### src/rtl/reg8_write_ctrl_if.sv
// reg8_write_ctrl_if
// Request and register-bank bundle for reg8_write_ctrl.
//   master : the producer side, which drives requests, stall and flush and
//            observes the bank write port and the status outputs
//   slave  : reg8_write_ctrl itself
// Signals:
//   req_valid/req_ready/req_addr/req_data : write request handshake
//   stall, flush                          : issue hold / queue discard
//   EN (NREGS), D (8)                     : one-hot write strobe and shared data bus
//   busy, wr_count (8)                    : status
interface reg8_write_ctrl_if #(
    parameter int NREGS = 8,
    parameter int AW    = 3
);
    logic             req_valid;
    logic             req_ready;
    logic [AW-1:0]    req_addr;
    logic [7:0]       req_data;
    logic             stall;
    logic             flush;
    logic [NREGS-1:0] EN;
    logic [7:0]       D;
    logic             busy;
    logic [7:0]       wr_count;

    modport master (
        output req_valid, req_addr, req_data, stall, flush,
        input  req_ready, EN, D, busy, wr_count
    );

    modport slave (
        input  req_valid, req_addr, req_data, stall, flush,
        output req_ready, EN, D, busy, wr_count
    );
endinterface

### src/rtl/reg8_write_ctrl.sv
// reg8_write_ctrl
// Writer side of the 8-bit register bank. Write requests (addr, data) are
// accepted over valid/ready into a DEPTH-entry FIFO and issued at most one
// per cycle as a registered one-hot EN strobe with a shared registered D bus.
// Requests with addr >= NREGS are accepted and popped but never strobed.
//
// Ports:
//   clk  : clock, all logic on posedge
//   rst  : synchronous active-high reset
//   bus  : reg8_write_ctrl_if.slave (req_*, stall, flush, EN, D, busy, wr_count)
//
// Parameters: NREGS (EN width), AW (address width), DEPTH (FIFO entries,
// power of two, >= 2).
//
// Optional feature: define REG8_WRITE_MERGE_EN to let a push whose address
// matches the tail entry overwrite the tail data instead of allocating.
module reg8_write_ctrl #(
    parameter int NREGS = 8,
    parameter int AW    = 3,
    parameter int DEPTH = 4
) (
    input  logic             clk,
    input  logic             rst,
    reg8_write_ctrl_if.slave bus
);
    localparam int AWF = $clog2(DEPTH);
    localparam int CW  = AWF + 1;
    localparam logic [NREGS-1:0] EN_LSB = {{(NREGS-1){1'b0}}, 1'b1};

    typedef enum logic [1:0] {
        IDLE  = 2'd0,
        ISSUE = 2'd1,
        HOLD  = 2'd2
    } state_t;

    state_t           state;
    logic [AWF-1:0]   rptr;
    logic [AWF-1:0]   wptr;
    logic [CW-1:0]    count;
    logic [CW-1:0]    count_next;
    logic [AW-1:0]    mem_addr [DEPTH];
    logic [7:0]       mem_data [DEPTH];
    logic [AW-1:0]    head_addr;
    logic [7:0]       head_data;
    logic             head_in_range;
    logic             push;
    logic             pop;
    logic             merge;
    logic             alloc;
    logic [NREGS-1:0] en_q;
    logic [7:0]       d_q;
    logic [7:0]       wr_count_q;

    assign head_addr     = mem_addr[rptr];
    assign head_data     = mem_data[rptr];
    assign head_in_range = int'(head_addr) < NREGS;

    // The queue is only non-empty outside IDLE, so gating on the state keeps
    // the FSM authoritative; HOLD pops as soon as stall drops, so there is
    // no bubble between a stall release and the first strobe.
    assign pop = (state != IDLE) && (count != '0) && !bus.stall && !bus.flush;

`ifdef REG8_WRITE_MERGE_EN
    logic [AWF-1:0] tail_ptr;
    logic           tail_hit;

    // A tail that is also the head being popped this cycle cannot be merged
    // into, since its data is already on its way to the D register.
    assign tail_ptr = wptr - AWF'(1);
    assign tail_hit = (count != '0) && (mem_addr[tail_ptr] == bus.req_addr)
                      && !(pop && (count == CW'(1)));
    assign bus.req_ready = ((count < CW'(DEPTH)) || tail_hit) && !bus.flush && !rst;
    assign merge         = push && tail_hit;
`else
    assign bus.req_ready = (count < CW'(DEPTH)) && !bus.flush && !rst;
    assign merge         = 1'b0;
`endif

    assign push       = bus.req_valid && bus.req_ready;
    assign alloc      = push && !merge;
    assign count_next = count + CW'(alloc) - CW'(pop);

    // FIFO storage carries no reset; validity is tracked by count/pointers.
    always_ff @(posedge clk) begin
        if (alloc) begin
            mem_addr[wptr] <= bus.req_addr;
            mem_data[wptr] <= bus.req_data;
        end
`ifdef REG8_WRITE_MERGE_EN
        else if (merge) begin
            mem_data[tail_ptr] <= bus.req_data;
        end
`endif
    end

    // Control FSM with pointers, count and the registered bank outputs.
    // An EN strobe lasts exactly one cycle because it is cleared every edge
    // unless a new in-range entry is popped; flush clears only what is
    // queued, so a strobe already on the bus completes.
    always_ff @(posedge clk) begin
        if (rst) begin
            state      <= IDLE;
            rptr       <= '0;
            wptr       <= '0;
            count      <= '0;
            en_q       <= '0;
            d_q        <= '0;
            wr_count_q <= '0;
        end else begin
            en_q <= '0;
            if (pop && head_in_range) begin
                en_q       <= EN_LSB << head_addr;
                d_q        <= head_data;
                wr_count_q <= wr_count_q + 8'd1;
            end

            if (bus.flush) begin
                rptr  <= '0;
                wptr  <= '0;
                count <= '0;
            end else begin
                if (alloc) begin
                    wptr <= wptr + AWF'(1);
                end
                if (pop) begin
                    rptr <= rptr + AWF'(1);
                end
                count <= count_next;
            end

            if (bus.flush) begin
                state <= IDLE;
            end else if (bus.stall && ((count != '0) || alloc)) begin
                state <= HOLD;
            end else if (count_next != '0) begin
                state <= ISSUE;
            end else begin
                state <= IDLE;
            end
        end
    end

    assign bus.EN       = en_q;
    assign bus.D        = d_q;
    assign bus.wr_count = wr_count_q;
    assign bus.busy     = (count != '0) || (|en_q);

endmodule

### src/flat_wrapper.sv
// flat-port wrapper written by rule: the top's interface ports become plain ports
module reg8_write_ctrl_flat 
#(
    parameter int NREGS = 8,
    parameter int AW    = 3,
    parameter int DEPTH = 4
)
  (clk, rst, bus_req_valid, bus_req_addr, bus_req_data, bus_stall, bus_flush, bus_req_ready, bus_EN, bus_D, bus_busy, bus_wr_count);
  reg8_write_ctrl_if #(.NREGS(NREGS), .AW(AW)) bus_i ();
  input  logic clk;
  input  logic rst;
  input wire logic [$bits(bus_i.req_valid)-1:0] bus_req_valid;
  input wire logic [$bits(bus_i.req_addr)-1:0] bus_req_addr;
  input wire logic [$bits(bus_i.req_data)-1:0] bus_req_data;
  input wire logic [$bits(bus_i.stall)-1:0] bus_stall;
  input wire logic [$bits(bus_i.flush)-1:0] bus_flush;
  output wire logic [$bits(bus_i.req_ready)-1:0] bus_req_ready;
  output wire logic [$bits(bus_i.EN)-1:0] bus_EN;
  output wire logic [$bits(bus_i.D)-1:0] bus_D;
  output wire logic [$bits(bus_i.busy)-1:0] bus_busy;
  output wire logic [$bits(bus_i.wr_count)-1:0] bus_wr_count;
  assign bus_i.req_valid = bus_req_valid;
  assign bus_i.req_addr = bus_req_addr;
  assign bus_i.req_data = bus_req_data;
  assign bus_i.stall = bus_stall;
  assign bus_i.flush = bus_flush;
  assign bus_req_ready = bus_i.req_ready;
  assign bus_EN = bus_i.EN;
  assign bus_D = bus_i.D;
  assign bus_busy = bus_i.busy;
  assign bus_wr_count = bus_i.wr_count;
  reg8_write_ctrl #(.NREGS(NREGS), .AW(AW), .DEPTH(DEPTH)) u_core (.clk(clk), .rst(rst), .bus(bus_i));
endmodule
### config.mk
export PLATFORM = sky130hd
export DESIGN_NAME = reg8_write_ctrl_flat
export DESIGN_NICKNAME = d
export VERILOG_FILES = /design/src/rtl/reg8_write_ctrl_if.sv /design/src/rtl/reg8_write_ctrl.sv /design/src/flat_wrapper.sv
export SDC_FILE = /design/constraint.sdc
export NUM_CORES = 1
export LEC_CHECK = 0
export BUFFER_PORTS_ARGS = -buffer_cell sky130_fd_sc_hd__buf_4
export CELL_PAD_IN_SITES_DETAIL_PLACEMENT = 0
export CELL_PAD_IN_SITES_GLOBAL_PLACEMENT = 2
export CORE_UTILIZATION = 39
export CTS_BUF_LIST = sky130_fd_sc_hd__clkbuf_4 sky130_fd_sc_hd__clkbuf_8 sky130_fd_sc_hd__clkbuf_16
export DETAILED_ROUTE_END_ITERATION = 8
export GPL_TIMING_DRIVEN = 0
export PLACE_DENSITY_LB_ADDON = 0.1
export SLEW_MARGIN = 20
export SYNTH_ARGS = -nofsm -noshare
export SYNTH_HDL_FRONTEND = slang
export SYNTH_SLANG_ARGS = --single-unit
### constraint.sdc
create_clock -name clk -period 3.5 [get_ports clk]
set_clock_uncertainty 0.15 [all_clocks]
set_input_delay 0.7 -clock clk [delete_from_list [all_inputs] [get_ports clk]]
set_output_delay 0.7 -clock clk [all_outputs]
set_load 0.05 [all_outputs]
# Word level (Yosys, flattened, before mapping)
# Memory sizes are Yosys's and may differ from the RTL's. A register that Yosys moved wholly into a read port is not among the register bits.
# Cells that the tools add are included.
[totals] regBits=25 mem_bits_rw=44 input_bits=16 output_inout_bits=26 n_memories=2
[op_classes] n_addsub=5 magnitude_cmp=1 shifts=1 mux=6 bitwise_logic=1 reduce_logical=19
[mem_list] name="u_core.mem_data" words=4 word_bits=8 read_ports=1 rd_ports_with_merged_regs=1 write_ports=1 line_no="reg8_write_ctrl.sv:42" rtl="logic [7:0] mem_data [DEPTH];"
[mem_list] name="u_core.mem_addr" words=4 word_bits=3 read_ports=1 rd_ports_with_merged_regs=1 write_ports=1 line_no="reg8_write_ctrl.sv:41" rtl="logic [AW-1:0] mem_addr [DEPTH];"
[op_table] cell="adder 8 x 1 -> 8 bit, second input constant" count=1
[op_table] cell="OR reduction 8 bit" count=1
[op_table] cell="left shift 1 x 3 -> 8 bit, first input constant" count=1
[op_table] cell="logical AND 1 bit" count=7
[op_table] cell="2-to-1 mux 2 bit" count=3
[op_table] cell="nonzero test 3 bit" count=2
[op_table] cell="adder 2 x 1 -> 2 bit, second input constant" count=2
[op_table] cell="OR reduction 2 bit" count=2
[op_table] cell="adder 3 x 1 -> 3 bit" count=1
[op_table] cell="logical NOT 1 bit" count=3
[op_table] cell="< comparator 3 bit, second input constant" count=1
[op_table] cell="2-to-1 mux 1 bit" count=3
[op_table] cell="OR reduction 3 bit" count=1
[op_table] cell="subtractor 3 x 1 -> 3 bit" count=1
[op_table] cell="logical OR 1 bit" count=2
[op_table] cell="nonzero test 2 bit" count=1
[op_table] cell="inverter 1 bit" count=1

# Depth between registers and ports, before layout
# Gate-level depths: netlist of the first run.
[depth] ltp_word=9 mapped_depth=11 depth_no_buf=10

# Worst setup path before layout of the first run
# OpenSTA, ideal clock, no wires.
[synth_path] path_kind="input-to-reg" from="in bus_stall" to="reg u_core.state[0]" setup_time_ps=124 t_arrival_ps=2702 t_required_ps=3226 setup_slack_ps=524 stages=11 n_path_buf=1 cell_sequence="o21bai_1 or3_4 inv_1 buf_2 ha_1 inv_1 ha_1 fa_1 xnor2_1 xnor2_1 a21oi_1"
[synth_between] elab_chain_len=6 word_cells_on_any_way=8
[synth_rtl] item="start, declared" line_no="flat_wrapper.sv:15" rtl="input wire logic [$bits(bus_i.stall)-1:0] bus_stall;"
[synth_rtl] item="logical NOT 1 bit" line_no="reg8_write_ctrl.sv:61" rtl="assign pop = (state != IDLE) && (count != '0) && !bus.stall && !bus.flush;"
[synth_rtl] item="logical AND 1 bit (2 in a row)" line_no="reg8_write_ctrl.sv:61"
[synth_rtl] item="named net u_core.pop" line_no="reg8_write_ctrl.sv:47" rtl="logic pop;"
[synth_rtl] item="subtractor 3 x 1 -> 3 bit" line_no="reg8_write_ctrl.sv:81" rtl="assign count_next = count + CW'(alloc) - CW'(pop);"
[synth_rtl] item="nonzero test 3 bit" line_no="reg8_write_ctrl.sv:135" rtl="end else if (count_next != '0) begin"
[synth_rtl] item="2-to-1 mux 1 bit" line_no="reg8_write_ctrl.sv:135"
[synth_rtl] item="end signal, assigned" line_no="reg8_write_ctrl.sv:134" rtl="state <= HOLD;"
[synth_rtl] item="end signal, assigned" line_no="reg8_write_ctrl.sv:136" rtl="state <= ISSUE;"
[synth_rtl] item="end signal, assigned" line_no="reg8_write_ctrl.sv:138" rtl="state <= IDLE;"
[synth_rtl] item="end, declared" line_no="reg8_write_ctrl.sv:36" rtl="state_t state;"
# The timed path passes the listed nets, and every way through them passes these cells.
# A chain may end at the register's enable or synchronous reset.

# Worst setup path after layout of the first run
[layout_path] from="reg u_core.count[2]" to="reg u_core.state[0]"
[layout_between] word_cells_on_any_way=15
[layout_rtl] item="start, declared" line_no="reg8_write_ctrl.sv:39" rtl="logic [CW-1:0] count;"
[layout_rtl] item="start signal, assigned" line_no="reg8_write_ctrl.sv:128" rtl="count <= count_next;"
[layout_rtl] item="nonzero test 3 bit" line_no="reg8_write_ctrl.sv:61"
[layout_rtl] item="logical AND 1 bit (3 in a row)" line_no="reg8_write_ctrl.sv:61"
[layout_rtl] item="named net u_core.pop" line_no="reg8_write_ctrl.sv:47"
[layout_rtl] item="subtractor 3 x 1 -> 3 bit" line_no="reg8_write_ctrl.sv:81"
[layout_rtl] item="nonzero test 3 bit" line_no="reg8_write_ctrl.sv:135"
[layout_rtl] item="2-to-1 mux 1 bit" line_no="reg8_write_ctrl.sv:135"
# The timed path passes the listed nets, and every way through them passes these cells.

==> flow_results.org, run 1 <==
** STA
- Total count of max-transition violations in the final report :: 0
- The number of hold violations in the final report was 0.
- Ratio of final minimum period to clock period :: between 80% and 90%
- Worst slew margin relative to its limit :: 50.7%
- For the pin with the worst max-slew slack, the measured transition is roughly 0.74 ns.
- Fmax :: about 320 MHz
- Adding up every negative setup slack in the final design gives 0 ns.
- Setup repair after global routing left no endpoint under its margin.
- Number of setup violations in the final report :: 0
- For the finished layout, the period the worst path requires is 3.10 ns.

** Detailed routing
- The routed layout has ~1800 vias.
- Number of remaining DRC errors :: 0
- First-pass detailed-route iteration total :: 4
- Wires add up to ~5300 µm.
- Number of nets with antenna violations after routing :: 0
- Per-cell via count in the routed design :: around 4.8
- After detailed routing, the average wire length per cell comes to approximately 14 µm.
- The first routing iteration left 60 violations.

** Power
- The design draws around 1700 µW.
- Summed over all cells, the static leakage comes to between 0.001 and 0.0015 µW.
- Power per standard cell area :: between 400 and 500 nW/µm²
- Maximum VDD drop :: 0.307 mV

** Logic synthesis
- #FFs+latches synth :: 79
- For this run, the register share of the synthesized area comes to between 60% and 70%.
- Of all flip-flops after synthesis, the portion carrying an async set or reset was 0%.
- Sorting the synthesized cells by area gives the leading types as edfxtp_1, dfxtp_1, mux4_2, ha_1, nand2_1.
- Top-area cell type share of the netlist area :: 44.0%
- Number of nets produced by synthesis :: approximately 240
- The synthesized netlist occupies a cell area of about 3000 µm².
- In the synthesized netlist, the number of instances is around 220.
- Synthesized area divided by synthesized cell count :: around 14 µm²
- Number of warnings printed during yosys synthesis :: 0
- Largest area contributor in the netlist :: edfxtp_1
- Post-synthesis cell type count :: 32
- The synthesized design contains 44 enable-type register cells.
- In the synthesized netlist the dominant register cell turns out to be edfxtp_1.

** Floorplanning
- The initialized floorplan defines 31 standard-cell rows.
- Die height :: about 90 µm
- In this run the horizontal extent of the chip is about 90 µm.
- Total Die Area :: between 8000 and 9000 µm²
- Placeable core area :: approximately 7300 µm²
- Pin placement for this block handled 42 I/O pins.
- Initial cell density of the core :: roughly two fifths

** Global route
- Busiest layer in global routing :: met2
- Across every metal layer, demand over resource in global routing totals between 10% and 20%.
- Met3 Use GR :: around 6.6%
- The via count of the first global-routing pass was 1779.
- Pin count of the biggest net entering global routing :: 14
- Global routing consumed, on the met2 layer, between 20% and 30% of the routing resources.
- Met1 layer usage reported by global route :: between 10% and 20%
- The number of antenna violations at the first check in global routing is 0.
- The first global-routing pass estimated around 8800 µm of wire.
- Gr ovfl total :: 0

** Worst setup path
- At the worst endpoint, the arrival time is ~3.2 ns.
- Data on the critical path is required at its endpoint by between 3 and 4 ns.
- Element type at the critical path start :: register
- The critical path is of the register to register type.
- STA classifies the critical path endpoint as a register.
- Of all nets on the critical path, the largest fanout is 10.

** Clock tree
- Clock slew at the register clock pins of the worst setup and hold paths :: about 0.080 ns
- In this run, post-CTS hold repair placed 0 buffers.
- Gates resized during post-CTS repair numbered 0.
- Clock latency on the worst-skew pair, taken at its later pin, is 0.34 ns.
- Clock tree from TritonCTS :: done
- TritonCTS created 9 clock buffers.
- H-tree depth :: 3
- Worst-case clock buffer depth :: 2
- Post-CTS Repair Setup Buffers :: 0
- CTS root buffer :: clkbuf_8
- # clock sinks :: slightly below 80

** Outcome
- The run finished with clean final reports.

** Placement
- Buffers placed on the I/O ports in this run total 41.
- The congestion estimate from routability-driven global placement came to 0.694.
- Detailed placement finished with a half-perimeter wire length of ~3700 µm.

** Final layout
- Antenna Diode Count :: 0
- Area growth, synth to finish :: 21.4%
- Fill cells in the final layout number roughly 670.
- Final net count :: between 200 and 300
- Leaving out fill and tap cells, the most frequent cell in the layout is edfxtp_1.
- Of the cells placed in the final design, the portion with a size suffix greater than 1 is 26.7%.
- Leaving out fill and tap cells, the most frequent cells in the layout are edfxtp_1, buf_4, dfxtp_1, nand2_1, nor2_1.

** Flow run
- Max capacitance violation total :: 0

** Worst hold path
- Worst Hold Class :: register to register
[logic make-up (layout without fill, tap and decap cells)]
| family | Yosys count | after routing | share of synthesized area, % |
|---|---|---|---|
| flops | 79 | 79 | 67.4 |
| simple gates | 76 | 76 | 12.5 |
| compound gates | 20 | 20 | 3.84 |
| buf+inv | 14 | 70 | 1.79 |
| mux | 11 | 11 | 8.26 |
| xor+xnor | 9 | 9 | 2.63 |
| fa+ha+maj | 8 | 8 | 3.59 |
[Yosys cell counts (4+ instances only)]
cell type,count
edfxtp_1,44
dfxtp_1,35
nand2_1,23
nor2_1,22
a21oi_1,14
mux4_2,11
xnor2_1,9
ha_1,7
inv_1,7
and2_1,6
nor4_1,5
clkbuf_1,4
nand2b_1,4
nand3_1,4
[state kept, by name, indices dropped and copies added (netlist names), named ones only]
name and cells:
u_core.rptr 2, u_core.bus.EN 8, u_core.wptr 2, u_core.bus.wr_count 8, u_core.count 3, u_core.mem_addr 12, u_core.mem_data 32, u_core.state 2
u_core.bus.D 8
[report_power, final]
part,leakage [µW],total (µW),internal (µW),switching (µW)
clock network,0.000103,705,396,309
logic,0.000502,51.7,22.0,29.7
registers,0.000679,985,983,1.89
[layout make-up]
class / instances / area (µm²) / area share, %
sequential: 79 / 2020 / 55.5
multi-input combinational: 124 / 925 / 25.4
timing repair buffer: 41 / 308 / 8.45
clock buffer: 9 / 124 / 3.40
tap: 99 / 124 / 3.40
clock inverter: 6 / 85.1 / 2.34
buffer: 7 / 27.5 / 0.756
inverter: 7 / 26.3 / 0.722
[stage by stage]
stage          cells  instance area, µm²  util [%]  hold slack (ns)  worst slack [ns]
3_5_place_dp     357                3430      46.8            0.301            0.0580
2_1_floorplan    217                3000         -            0.358             0.524
3_3_place_gp     357                3430      46.8            0.296            0.0308
5_1_grt          372                3640      49.7            0.340             0.197
4_1_cts          372                3640      49.7            0.312             0.363
6_report         372                3640      49.7            0.307             0.402
[worst paths after layout]
kind / cells after the start / slack [ns] / start / endpoint
max: 11 / 0.40 / u_core.count[2]$_SDFF_PP0_ / u_core.state[0]$_SDFF_PP0_
min: 2 / 0.31 / u_core.bus.D[1]$_SDFFE_PP0P_ / u_core.bus.D[1]$_SDFFE_PP0P_
max reg2reg: 11 / 0.40 / u_core.count[2]$_SDFF_PP0_ / u_core.state[0]$_SDFF_PP0_
min reg2reg: 2 / 0.31 / u_core.bus.D[1]$_SDFFE_PP0P_ / u_core.bus.D[1]$_SDFFE_PP0P_
[critical path, cell delays in order, from the launching register on]
cell and delay (ns):
dfxtp_1 0.37, nor3_2 0.57, or3_4 0.26, inv_1 0.09, buf_2 0.22, ha_1 0.30, inv_1 0.04, ha_1 0.18
fa_1 0.38, xnor2_1 0.18, xnor2_1 0.16, a21oi_1 0.09
[metal layers]
metal	up-vias	wire length (µm)
met5	-	0
met3	5	278
met4	0	51
met2	51	2550
li1	882	-
met1	839	2450
Note: power is estimated with default switching activity, not from simulation.
==> inputs of run 2 (changes only) <==
RECOVER_POWER = 25   (was default)
==> run 2 against run 1 <==
Compared with the run above: global-route usage is the same; setup slack is essentially flat; worst hold slack unchanged; register-to-register slack is essentially flat.
==> flow_results.org, run 2 (synthesis gave the netlist of run 1 again) <==
** Outcome
- Run status :: completed

** Placement
- Final HPWL DP :: around 3700 µm
- IO Port Bufs :: around 40
- Including well taps, the total number of placed cells is between 300 and 400.
- Placed instance area :: 3430 µm²
- GPL Wtd Cong :: between 0.6 and 0.7

** Clock tree
- Hold repair after CTS inserted 0 buffers.
- CTS root buffer :: clkbuf_8
- The longest clock path from root to sink contains 2 buffers.
- In this run, post-CTS repair resized a total of 0 instances.
- # clock sinks :: 79
- H-tree depth :: 3
- Worst-skew pair later-pin latency :: about 0.34 ns
- In this run, CTS created clock tree buffers numbering 9.
- Post-CTS Repair Setup Buffers :: 0
- Clock tree from TritonCTS :: done
- After clock tree synthesis, the clock-pin slew on the worst setup and hold paths is about 0.080 ns.

** Final layout
- Compared with the post-synthesis result, the final layout area differs by 20.1%.
- Final core utilization :: roughly half
- Largest register FFs :: 32
- The filler cells instantiated in the layout total approximately 680.
- Proportion of layout cells with a drive suffix above 1 :: between 20% and 30%
- Largest registers :: u_core.mem_data: 32 flops, u_core.mem_addr: 12 flops
- After routing the design area is 3600 µm².
- Commonest non-fill, non-tap cells in the layout :: edfxtp_1, dfxtp_1, buf_4, nand2_1, nor2_1
- 0 antenna diodes ended up in the layout.
- The sequential cells in the finished layout cover a total of 2020 µm².
- At the end of the flow, the number of nets in the layout was ~290.
- Leaving out fill and tap cells, the most frequent cell in the layout is edfxtp_1.
- Total area of multi-input combinational cells :: about 900 µm²
- Post-Layout Cell Count :: 372
- More flip-flops sit in one register than any other, and that register is u_core.mem_data.

** Worst setup path
- Path depth of the worst reg2reg path :: 11
- Element type at the critical path start :: register
- Required time at the endpoint of the critical path :: around 3.6 ns
- Type of element capturing the critical path :: register
- CP Max Fanout :: 10
- For the worst setup path, the data arrival time is between 3 and 4 ns.
- Worst R2R End :: u_core.state[0]$_SDFF_PP0_
- Critical path type :: register to register
- For flop-to-flop paths, the worst setup slack is ~0.4 ns.
- Startpoint of the worst register-to-register path :: u_core.count[2]$_SDFF_PP0_

** STA
- The smallest clock period supported by the final layout is computed as between 3 and 4 ns.
- Adding up every negative setup slack in the final design gives 0 ns.
- Worst slew margin relative to its limit :: between 50% and 60%
- Number of setup violations in the final report :: 0
- At the pin with the least slew margin, the transition time is between 0.7 and 0.8 ns.
- Setup repair after global routing left no endpoint under its margin.
- Total count of max-transition violations in the final report :: 0
- Smallest hold slack :: between 0.3 and 0.4 ns
- The number of hold violations in the final report was 0.
- Ratio of final minimum period to clock period :: 88.5%
- Derived from the worst setup path, the maximum achievable clock frequency is between 300 and 400 MHz.

** Floorplanning
- The die covers around 8000 µm².
- Top-level port count :: 42
- The die is around 90 µm tall.
- After floorplanning, the core was divided into 31 placement rows.
- DIE WIDTH :: about 90 µm
- For this configuration, the core starts out at a cell density of around 41%.
- Placeable core area :: roughly 7300 µm²

** Global route
- Total routing usage reported by global routing :: about 15%
- Vias in the first global route :: 1779
- The number of antenna violations at the first check in global routing was 0.
- The first global-routing pass estimated 8800 µm of wire.
- For this run the aggregate overflow at the end of global routing stands at 0.
- Entering global routing, the biggest net connects 14 pins.

** Detailed routing
- The final route contains around 1800 vias.
- Number of nets with antenna violations after routing :: 0
- For this run, the detailed router's first-pass iteration total came to 4.
- In this run, the number of DRC markers left after iteration 0 of detailed routing was 60.
- After detailed routing, the number of vias per cell comes to between 4 and 5.
- In the final routed layout, each cell accounts on average for between 10 and 15 µm.
- In the routed design, unresolved DRC markers number 0.
- Final Routed Wirelength :: around 5300 µm

** Power
- Maximum VDD drop :: 0.303 mV
- In this run the static leakage power is 0.00125 µW.
- Power per standard cell area :: between 400 and 500 nW/µm²

** Worst hold path
- Along the worst hold path, the cell count comes to 2.
- Worst Hold Class :: register to register
- Worst hold path startpoint :: u_core.bus.D[1]$_SDFFE_PP0P_
- The path with the worst hold slack has its endpoint at u_core.bus.D[1]$_SDFFE_PP0P_.

** Flow run
- Max capacitance violation total :: 0
[run 2: worst max path at each step]
stage                                     startpoint  slack, ns                          to  cells past startpoint
after global placement                     bus_stall       0.03  u_core.state[0]$_SDFF_PP0_                     12
after detailed placement                   bus_stall       0.06  u_core.state[0]$_SDFF_PP0_                     12
after floorplan                            bus_stall       0.52  u_core.state[0]$_SDFF_PP0_                     11
after global routing      u_core.count[2]$_SDFF_PP0_       0.20  u_core.state[0]$_SDFF_PP0_                     11
final                     u_core.count[2]$_SDFF_PP0_       0.40  u_core.state[0]$_SDFF_PP0_                     11
after CTS                 u_core.count[2]$_SDFF_PP0_       0.36  u_core.state[0]$_SDFF_PP0_                     11
[run 2: report_power, final]
group	internal [µW]	switching [µW]
sequential	983	1.89
combinational	17.3	29.7
clock	396	308
total	1400	340
[run 2: per-layer routing]
metal	part of all wire [%]	track usage (%)	vias up	routed length, µm
met5	0	0	-	0
li1	-	-	882	-
met4	0.96	3.69	0	51
met1	46	17.4	848	2460
met2	48	24.0	50	2560
met3	5.0	6.60	5	267
[run 2: cell type report]
class                   instances  share of cell area, %
clock inverters                 6                   2.36
flip-flops and latches         79                   56.1
clock buffers                   9                   3.44
multi-input cells             124                   25.7
plain buffers                   7                  0.764
inverters                       7                  0.729
repair buffers                 41                   7.50
well taps                      99                   3.44
[run 2: metrics by stage]
step	setup WS [ns]	total power [µW]
after global placement	0.0308	1060
after CTS	0.363	1760
after detailed placement	0.0580	1060
after floorplan	0.524	1030
after global routing	0.197	1810
final	0.402	1740
[run 2: critical path, cell delays in order, from the launching register on]
cell	delay, ns
dfxtp_1	0.37
nor3_2	0.57
or3_4	0.26
inv_1	0.09
buf_2	0.22
ha_1	0.30
inv_1	0.04
ha_1	0.18
fa_1	0.38
xnor2_1	0.18
xnor2_1	0.16
a21oi_1	0.09
